## src/rtl/if_id_skid_buf_pkg.sv

```systemverilog
`default_nettype none
// ============================================================================
// Module      : if_id_skid_buf_pkg
// Description : Shared pipeline definitions for the fetch/decode boundary.
//               Holds field widths, the reset/idle constants, the packed
//               {pc, inst} beat type, and the occupancy state encoding used
//               by the IF/ID skid buffer.
// Revision    : 1.0 - initial release
// ============================================================================
package if_id_skid_buf_pkg;

  // Field widths of a fetch beat.
  localparam int PC_W   = 32;
  localparam int INST_W = 32;

  // Canonical RISC-V NOP (addi x0,x0,0), shown to decode when nothing is held.
  localparam logic [INST_W-1:0] NOP_INST = 32'h0000_0013;

  // First fetch address after reset; shared with fetch and verification.
  localparam logic [PC_W-1:0] RESET_PC = 32'h8000_0000;

  // One beat crossing the IF/ID boundary.
  typedef struct packed {
    logic [PC_W-1:0]   pc;
    logic [INST_W-1:0] inst;
  } if_id_beat_t;

  // Buffer state; the encoding doubles as the occupancy count.
  typedef enum logic [1:0] {
    OCC_EMPTY = 2'd0,
    OCC_ONE   = 2'd1,
    OCC_FULL  = 2'd2
  } occ_state_e;

endpackage : if_id_skid_buf_pkg
`default_nettype wire

```

## src/rtl/if_id_skid_buf_if.sv

```systemverilog
`default_nettype none
// ============================================================================
// Module      : if_id_skid_buf_if
// Description : Bundle of the fetch-side and decode-side handshake signals
//               around the IF/ID skid buffer.
//   Fetch side  : in_valid, in_ready, in_pc, in_inst, flush
//   Decode side : out_valid, out_ready, out_pc, out_inst
//   Debug       : occupancy (beats currently held, 0..2)
//   Modports    : master - environment (fetch + decode + redirect source)
//                 slave  - the skid buffer itself
// Revision    : 1.0 - initial release
// ============================================================================
interface if_id_skid_buf_if #(
  parameter int PC_W   = if_id_skid_buf_pkg::PC_W,
  parameter int INST_W = if_id_skid_buf_pkg::INST_W
);

  // Fetch -> buffer
  logic              in_valid;
  logic              in_ready;
  logic [PC_W-1:0]   in_pc;
  logic [INST_W-1:0] in_inst;
  logic              flush;

  // Buffer -> decode
  logic              out_valid;
  logic              out_ready;
  logic [PC_W-1:0]   out_pc;
  logic [INST_W-1:0] out_inst;

  // Debug / performance
  logic [1:0]        occupancy;

  modport master (
    output in_valid, in_pc, in_inst, flush, out_ready,
    input  in_ready, out_valid, out_pc, out_inst, occupancy
  );

  modport slave (
    input  in_valid, in_pc, in_inst, flush, out_ready,
    output in_ready, out_valid, out_pc, out_inst, occupancy
  );

endinterface : if_id_skid_buf_if
`default_nettype wire

```

## src/rtl/if_id_skid_buf.sv

```systemverilog
`default_nettype none
// ============================================================================
// Module      : if_id_skid_buf
// Description : Two-entry skid buffer / pipeline register between fetch and
//               decode. Beats {pc, inst} are accepted on in_valid & in_ready
//               and presented to decode in strict FIFO order. in_ready only
//               depends on registered occupancy, so the decode stall path is
//               cut from fetch. A flush discards every held beat and any beat
//               arriving on the same edge.
// Ports       : clk    - clock, rising edge
//               rst_n  - asynchronous active-low reset
//               bus    - if_id_skid_buf_if.slave (fetch/decode handshakes,
//                        flush, occupancy)
// Revision    : 1.0 - initial release
// ============================================================================
module if_id_skid_buf
  import if_id_skid_buf_pkg::*;
#(
  parameter int                PC_W     = if_id_skid_buf_pkg::PC_W,
  parameter int                INST_W   = if_id_skid_buf_pkg::INST_W,
  parameter logic [INST_W-1:0] NOP_INST = if_id_skid_buf_pkg::NOP_INST
) (
  input  wire logic         clk,
  input  wire logic         rst_n,
  if_id_skid_buf_if.slave   bus
);

  // --------------------------------------------------------------------------
  // State
  // --------------------------------------------------------------------------
  occ_state_e        r_state;
  logic              r_wr_ptr;
  logic              r_rd_ptr;
  logic [PC_W-1:0]   r_pc   [2];
  logic [INST_W-1:0] r_inst [2];

  // --------------------------------------------------------------------------
  // Handshake decode
  // --------------------------------------------------------------------------
  logic w_in_ready;
  logic w_out_valid;
  logic w_push;
  logic w_pop;

  // Both flags come straight from the state register: no path from
  // out_ready or in_valid reaches in_ready.
  assign w_in_ready  = (r_state != OCC_FULL);
  assign w_out_valid = (r_state != OCC_EMPTY);

  assign w_push = bus.in_valid & w_in_ready;
  assign w_pop  = w_out_valid  & bus.out_ready;

  // --------------------------------------------------------------------------
  // Storage, pointers and occupancy state machine
  // --------------------------------------------------------------------------
  always_ff @(posedge clk or negedge rst_n) begin
    if (!rst_n) begin
      r_state   <= OCC_EMPTY;
      r_wr_ptr  <= 1'b0;
      r_rd_ptr  <= 1'b0;
      r_pc[0]   <= '0;
      r_pc[1]   <= '0;
      r_inst[0] <= NOP_INST;
      r_inst[1] <= NOP_INST;
    end else if (bus.flush) begin
      // Redirect wins over everything: drop held beats and the beat being
      // handed over this edge. Upstream still sees its handshake complete,
      // and a beat decode took this edge is decode's to ignore. Entry
      // contents are left alone; they are unreachable until rewritten.
      r_state  <= OCC_EMPTY;
      r_wr_ptr <= 1'b0;
      r_rd_ptr <= 1'b0;
    end else begin
      if (w_push) begin
        r_pc[r_wr_ptr]   <= bus.in_pc;
        r_inst[r_wr_ptr] <= bus.in_inst;
        r_wr_ptr         <= ~r_wr_ptr;
      end

      if (w_pop) begin
        r_rd_ptr <= ~r_rd_ptr;
      end

      case (r_state)
        OCC_EMPTY: begin
          // Nothing to pop while empty.
          if (w_push) begin
            r_state <= OCC_ONE;
          end
        end
        OCC_ONE: begin
          // push & pop together keeps one beat; the new beat becomes head
          // because rd_ptr advances onto the slot just written.
          if (w_push && !w_pop) begin
            r_state <= OCC_FULL;
          end else if (w_pop && !w_push) begin
            r_state <= OCC_EMPTY;
          end
        end
        OCC_FULL: begin
          // in_ready is low, so only a pop can change state.
          if (w_pop) begin
            r_state <= OCC_ONE;
          end
        end
        default: begin
          r_state <= OCC_EMPTY;
        end
      endcase
    end
  end

  // --------------------------------------------------------------------------
  // Outputs
  // --------------------------------------------------------------------------
  assign bus.in_ready  = w_in_ready;
  assign bus.out_valid = w_out_valid;

  // Idle decode sees pc 0 and a NOP rather than stale entry contents.
  assign bus.out_pc    = w_out_valid ? r_pc[r_rd_ptr]   : '0;
  assign bus.out_inst  = w_out_valid ? r_inst[r_rd_ptr] : NOP_INST;

  assign bus.occupancy = r_state;

endmodule : if_id_skid_buf
`default_nettype wire

```

## src/flat_wrapper.sv

```systemverilog
// flat-port wrapper written by rule: the top's interface ports become plain ports
module if_id_skid_buf_flat import if_id_skid_buf_pkg::*;
#(
  parameter int                PC_W     = if_id_skid_buf_pkg::PC_W,
  parameter int                INST_W   = if_id_skid_buf_pkg::INST_W,
  parameter logic [INST_W-1:0] NOP_INST = if_id_skid_buf_pkg::NOP_INST
)
  (clk, rst_n, bus_in_valid, bus_in_pc, bus_in_inst, bus_flush, bus_out_ready, bus_in_ready, bus_out_valid, bus_out_pc, bus_out_inst, bus_occupancy);
  if_id_skid_buf_if #(.PC_W(PC_W), .INST_W(INST_W)) bus_i ();
  input  wire logic clk;
  input  wire logic rst_n;
  input wire logic [$bits(bus_i.in_valid)-1:0] bus_in_valid;
  input wire logic [$bits(bus_i.in_pc)-1:0] bus_in_pc;
  input wire logic [$bits(bus_i.in_inst)-1:0] bus_in_inst;
  input wire logic [$bits(bus_i.flush)-1:0] bus_flush;
  input wire logic [$bits(bus_i.out_ready)-1:0] bus_out_ready;
  output wire logic [$bits(bus_i.in_ready)-1:0] bus_in_ready;
  output wire logic [$bits(bus_i.out_valid)-1:0] bus_out_valid;
  output wire logic [$bits(bus_i.out_pc)-1:0] bus_out_pc;
  output wire logic [$bits(bus_i.out_inst)-1:0] bus_out_inst;
  output wire logic [$bits(bus_i.occupancy)-1:0] bus_occupancy;
  assign bus_i.in_valid = bus_in_valid;
  assign bus_i.in_pc = bus_in_pc;
  assign bus_i.in_inst = bus_in_inst;
  assign bus_i.flush = bus_flush;
  assign bus_i.out_ready = bus_out_ready;
  assign bus_in_ready = bus_i.in_ready;
  assign bus_out_valid = bus_i.out_valid;
  assign bus_out_pc = bus_i.out_pc;
  assign bus_out_inst = bus_i.out_inst;
  assign bus_occupancy = bus_i.occupancy;
  if_id_skid_buf #(.PC_W(PC_W), .INST_W(INST_W), .NOP_INST(NOP_INST)) u_core (.clk(clk), .rst_n(rst_n), .bus(bus_i));
endmodule
```

## config.mk

```make
export PLATFORM = sky130hd
export DESIGN_NAME = if_id_skid_buf_flat
export DESIGN_NICKNAME = d
export VERILOG_FILES = /design/src/rtl/if_id_skid_buf_pkg.sv /design/src/rtl/if_id_skid_buf_if.sv /design/src/rtl/if_id_skid_buf.sv /design/src/flat_wrapper.sv
export SDC_FILE = /design/constraint.sdc
export NUM_CORES = 1
export LEC_CHECK = 0
export ABC_AREA = 1
export ABC_CLOCK_PERIOD_IN_PS = 1300
export BUFFER_PORTS_ARGS = -buffer_cell sky130_fd_sc_hd__buf_2
export CELL_PAD_IN_SITES_DETAIL_PLACEMENT = 0
export CELL_PAD_IN_SITES_GLOBAL_PLACEMENT = 1
export CORE_MARGIN = 3
export CORE_UTILIZATION = 40
export DETAILED_ROUTE_END_ITERATION = 10
export PLACE_DENSITY_LB_ADDON = 0.1
export SETUP_SLACK_MARGIN = 0.3
export SYNTH_ARGS = -nofsm -noshare
export SYNTH_HDL_FRONTEND = slang
export SYNTH_SLANG_ARGS = --single-unit
```

## constraint.sdc

```tcl
create_clock -name clk -period 1.3 [get_ports clk]
set_input_delay 0.065 -clock clk [delete_from_list [all_inputs] [get_ports clk]]
set_output_delay 0.065 -clock clk [all_outputs]
set_load 0.03 [all_outputs]
```

==> run summary <==
For the first-pass GRT wire length, the log shows 35.9 mm. The run finished, with violations left. Clock transition at the registers of the reported paths: 60 ps. The clock skew after layout was 5.12 ps; the share of the clock period used by the worst path was 132%.

The run gives 0 as the number of nets with antenna violations after detailed routing. Using the TritonRoute via totals, the vias-per-cell ratio works out to 5.29. The number of global-route vias before repair is 6687, and the cell count after synthesis is 801. Entering global routing, the biggest net connects 51 pins. The congestion estimate from routability-driven global placement came to 0.863. Summed over all nets, the half-perimeter wirelength after detailed placement is 12.1 mm. The checks that failed: setup timing.

Setup violations remaining at the end of the flow were counted as 199. The largest fanout on the critical path works out to 7. The worst setup path is launched from a flop. The number of buffer and inverter instances along the worst setup path is 4. The layer with the highest usage was met2. Of the cells placed in the final design, the portion with a size suffix greater than 1 is 51.1%.

For this design the top-level I/O count stands at 137. Synthesis produced a netlist with a net count of 870. The clock net in this run drives a total of 132 sinks. The tools report the arrival time at the worst endpoint as 1650 ps.

TritonCTS built the clock tree. Global routing used 33.2% of the available met1 tracks. The die boundary width was 132 µm. Walking the worst path, the cells encountered are buf_12 -> nor2_4 -> buf_12 -> clkbuf_16 -> a21oi_2 -> buf_6. Setup repair after global routing could not meet its margin everywhere. The synthesis-to-finish area growth is 87.7%. The switching power as a share of total power came out at 35.7%.

The slowest library cell on the worst path was sky130_fd_sc_hd__dfrtp_2. Counting the fill cells in the layout gives 980. The combinational group share of total power was 38.1%; the utilization of the core after routing was 77.9%. Summing over every cut layer, the via total after detailed routing is 6841. The logs give 1138 for the net total in the final layout and 0.00101 V for the worst ir drop on vdd. The final-report hold violation count is 0, and the vertical die dimension is 132 µm. For the pin with the worst max-slew slack, the measured transition is 437 ps.

The wire length per cell after detailed routing came out at 19.2 µm. For the setup slack of the critical path after layout, the log shows -413 ps. The critical path class was reg -> out. The final-report max-slew violation count is 0.

The analysis attributes to net switching a power of 6.08 mW. For this run, the detailed router's first-pass iteration total came to 5. In the global route stage, met3 resource usage came out at 4.69%.

The number of clock buffers added by TritonCTS is 17. Register bit count reported by yosys: 132. Max-cap violations in this run came to 0.

The first routing iteration left 421 violations. The mean area per synthesized cell works out to 7.96 µm². The fraction of the yosys area taken by sequential cells is 51.9%, and the highest cell delay on the worst timing path is 420 ps.

Global routing used 26.0% of the available tracks. After synthesis, the netlist uses 21 different library cells. Final critical path time including I/O delays and setup: 1710 ps. For this run, the top clock speed supported by timing is 0.584 GHz. The analysis attributes to cell leakage a power of 5.65 nW.

The power per cell area came out at 1420 nW/µm². The run gives 0 as the count of warnings emitted by yosys. The worst slack at placement is -66.9 ps. The worst setup path is captured at an output pin. The summed negative setup slack over all endpoints was -65340 ps; the cell-internal power was 11.0 mW. The floorplan has 45 rows. In this run the tool buffered the top-level ports with 136 buffer cells. In this run the standard cell core region covers 15400 µm². The tools report the global routing met2 resource utilization as 44.4%. The total overflow left after global routing is 0.

The post-synthesis instance area is 6380 µm². For this run, design rule violations remaining after detail routing come to 0. The routed design has 24.8 mm of wire. The worst slew margin relative to its limit is 70.9%, and the number of antenna repair diodes is 0.

The run gives 2 as the maximum number of buffers from clock root to sink. On the critical path the largest part of the delay comes from buffers and inverters. Dominant cell type by count on the critical path: sky130_fd_sc_hd__buf_12.

For the worst-skew pair, the clock arrives at the later sink with an insertion delay of 420 ps. The floorplan step defined a die boundary enclosing 17500 µm². The logs give 1 for the initial antenna violation count and 41.5% for the starting density of the core. The buffer cell driving the clock tree root is sky130_fd_sc_hd__clkbuf_16. In this run the worst hold path is classified as in -> reg.

The data required time at the worst endpoint is 1240 ps, and the proportion of power drawn by flip-flops and latches is 35.5%. The number of levels in the clock H-tree is 4, and the part of the total power dissipated in the clock network is 26.4%.
-- cells in the final DEF (no fill, tap or decap), types with 5 or more instances in the layout --
cell                            count
sky130_fd_sc_hd__clkbuf_16         21
sky130_fd_sc_hd__buf_6             81
sky130_fd_sc_hd__buf_2             72
sky130_fd_sc_hd__dfrtp_1          122
sky130_fd_sc_hd__o21ai_2           43
sky130_fd_sc_hd__a21oi_2           36
sky130_fd_sc_hd__nand4_1           67
sky130_fd_sc_hd__nand2_1          173
sky130_fd_sc_hd__inv_1             67
sky130_fd_sc_hd__buf_16            29
sky130_fd_sc_hd__dfstp_2            6
sky130_fd_sc_hd__nand2_2           73
sky130_fd_sc_hd__nand2_4           80
sky130_fd_sc_hd__clkbuf_8           7
sky130_fd_sc_hd__buf_12            28
sky130_fd_sc_hd__dlygate4sd3_1     68
sky130_fd_sc_hd__buf_4             18
sky130_fd_sc_hd__buf_8             10
sky130_fd_sc_hd__o21ai_1           22
sky130_fd_sc_hd__clkbuf_1           5
sky130_fd_sc_hd__a21oi_4           26
-- metal layers --
layer	vias up	routed length (µm)	share of wire (%)
met2	244	13100	53
met1	3395	9780	39
met5	-	9	0.036
met4	2	584	2.4
met3	52	1330	5.4
li1	3148	-	-
-- Yosys cell counts --
cell type | number | area (µm²)
sky130_fd_sc_hd__buf_4 | 6 | 45.0
sky130_fd_sc_hd__dfstp_2 | 6 | 158
sky130_fd_sc_hd__nand4_1 | 67 | 419
sky130_fd_sc_hd__clkbuf_1 | 15 | 56.3
sky130_fd_sc_hd__buf_6 | 19 | 214
sky130_fd_sc_hd__o21ai_0 | 3 | 15.0
sky130_fd_sc_hd__nand4_2 | 1 | 12.5
sky130_fd_sc_hd__o21ai_1 | 64 | 320
sky130_fd_sc_hd__inv_1 | 69 | 259
sky130_fd_sc_hd__clkinv_2 | 1 | 5.00
sky130_fd_sc_hd__nand2_2 | 1 | 6.26
sky130_fd_sc_hd__inv_2 | 2 | 7.51
sky130_fd_sc_hd__nand2_1 | 327 | 1230
sky130_fd_sc_hd__a21oi_1 | 62 | 310
sky130_fd_sc_hd__nor2_1 | 4 | 15.0
sky130_fd_sc_hd__buf_2 | 16 | 80.1
sky130_fd_sc_hd__dfrtp_1 | 126 | 3150
sky130_fd_sc_hd__buf_1 | 5 | 18.8
sky130_fd_sc_hd__nand3_1 | 5 | 25.0
sky130_fd_sc_hd__nand2_4 | 1 | 11.3
sky130_fd_sc_hd__nand3_4 | 1 | 17.5
-- path summary, 6_finish.rpt --
| check | end | depth (start not counted) | from | slack (ps) |
|---|---|---|---|---|
| worst max-delay path | bus_out_pc[6] | 6 | u_core.bus.occupancy[1]$_DFFE_PN0P_ | -410 |
| worst min-delay path | u_core.bus.occupancy[0]$_DFFE_PN0P_ | 5 | bus_in_valid | 140 |
| worst max register to register | u_core.r_pc[10]$_DFFE_PN0P_ | 12 | u_core.bus.occupancy[0]$_DFFE_PN0P_ | -400 |
| worst min register to register | u_core.r_inst[32]$_DFFE_PN1P_ | 2 | u_core.r_inst[32]$_DFFE_PN1P_ | 480 |
| max in group asynchronous | u_core.r_inst[33]$_DFFE_PN1P_ | 3 | rst_n | 560 |
| min in group asynchronous | u_core.r_inst[50]$_DFFE_PN0P_ | 2 | rst_n | 150 |
-- power groups by stage --
stage	registers [mW]	logic, mW	clock network [mW]
detailed placement	5.68	3.89	0
global placement	5.64	3.80	0
global route	6.14	6.90	4.74
floorplan	5.56	2.79	0
finish	6.05	6.49	4.51
CTS	5.77	5.29	4.53
-- kinds of logic after synthesis --
| family | Yosys count | synth area share [%] |
|---|---|---|
| and+or+nand+nor | 407 | 27.2 |
| buffers and inverters | 133 | 10.8 |
| AOI/OAI and AO/OA | 129 | 10.1 |
| DFF | 132 | 51.9 |
-- registers in the layout, indices dropped and copies added, names as in the netlist --
| name | cells |
|---|---|
| u_core.bus.occupancy | 2 |
| u_core.r_inst | 64 |
| u_core.r_pc | 64 |
| u_core.r_rd_ptr | 1 |
| u_core.r_wr_ptr | 1 |
-- worst register-to-register path: stages (launching register included) --
cell                      delay, ps
sky130_fd_sc_hd__dfrtp_2        420
sky130_fd_sc_hd__buf_6          130
sky130_fd_sc_hd__inv_4           30
sky130_fd_sc_hd__buf_6          110
sky130_fd_sc_hd__nand2_8         70
sky130_fd_sc_hd__nand2_8         60
sky130_fd_sc_hd__inv_8           70
sky130_fd_sc_hd__nand3_4         90
sky130_fd_sc_hd__buf_12         170
sky130_fd_sc_hd__buf_12         130
sky130_fd_sc_hd__buf_16         150
sky130_fd_sc_hd__nand2_4         70
sky130_fd_sc_hd__nand2_2         60
-- stage by stage --
step | total power, mW | instance area (µm²) | cells | hold WS, ps
2_1_floorplan | 8.35 | 6690 | 801 | -231
3_3_place_gp | 9.44 | 7710 | 1125 | 12.5
3_5_place_dp | 9.57 | 7710 | 1125 | 15.4
4_1_cts | 15.6 | 10800 | 1282 | 105
5_1_grt | 17.8 | 12000 | 1293 | 161
6_report | 17.0 | 12000 | 1293 | 137
-- what timing repair did --
item                                    CTS  global route
pin swaps                                33            25
endpoints found under the hold margin   259             0
cloned                                   27             4
hold buffers                             68             0
setup buffers                            30             7
endpoints found under the setup margin  200           200
resized for setup                       271           284
-- final cells by class --
| class | count | area, µm² | area share [%] |
|---|---|---|---|
| Multi-Input combinational cell | 536 | 3840 | 32.1 |
| Clock inverter | 3 | 15.0 | 0.125 |
| Inverter | 72 | 290 | 2.43 |
| Timing Repair Buffer | 310 | 3700 | 30.9 |
| Tap cell | 211 | 264 | 2.21 |
| Sequential cell | 132 | 3320 | 27.7 |
| Clock buffer | 29 | 541 | 4.52 |
Power figures use the tool's default switching activity.
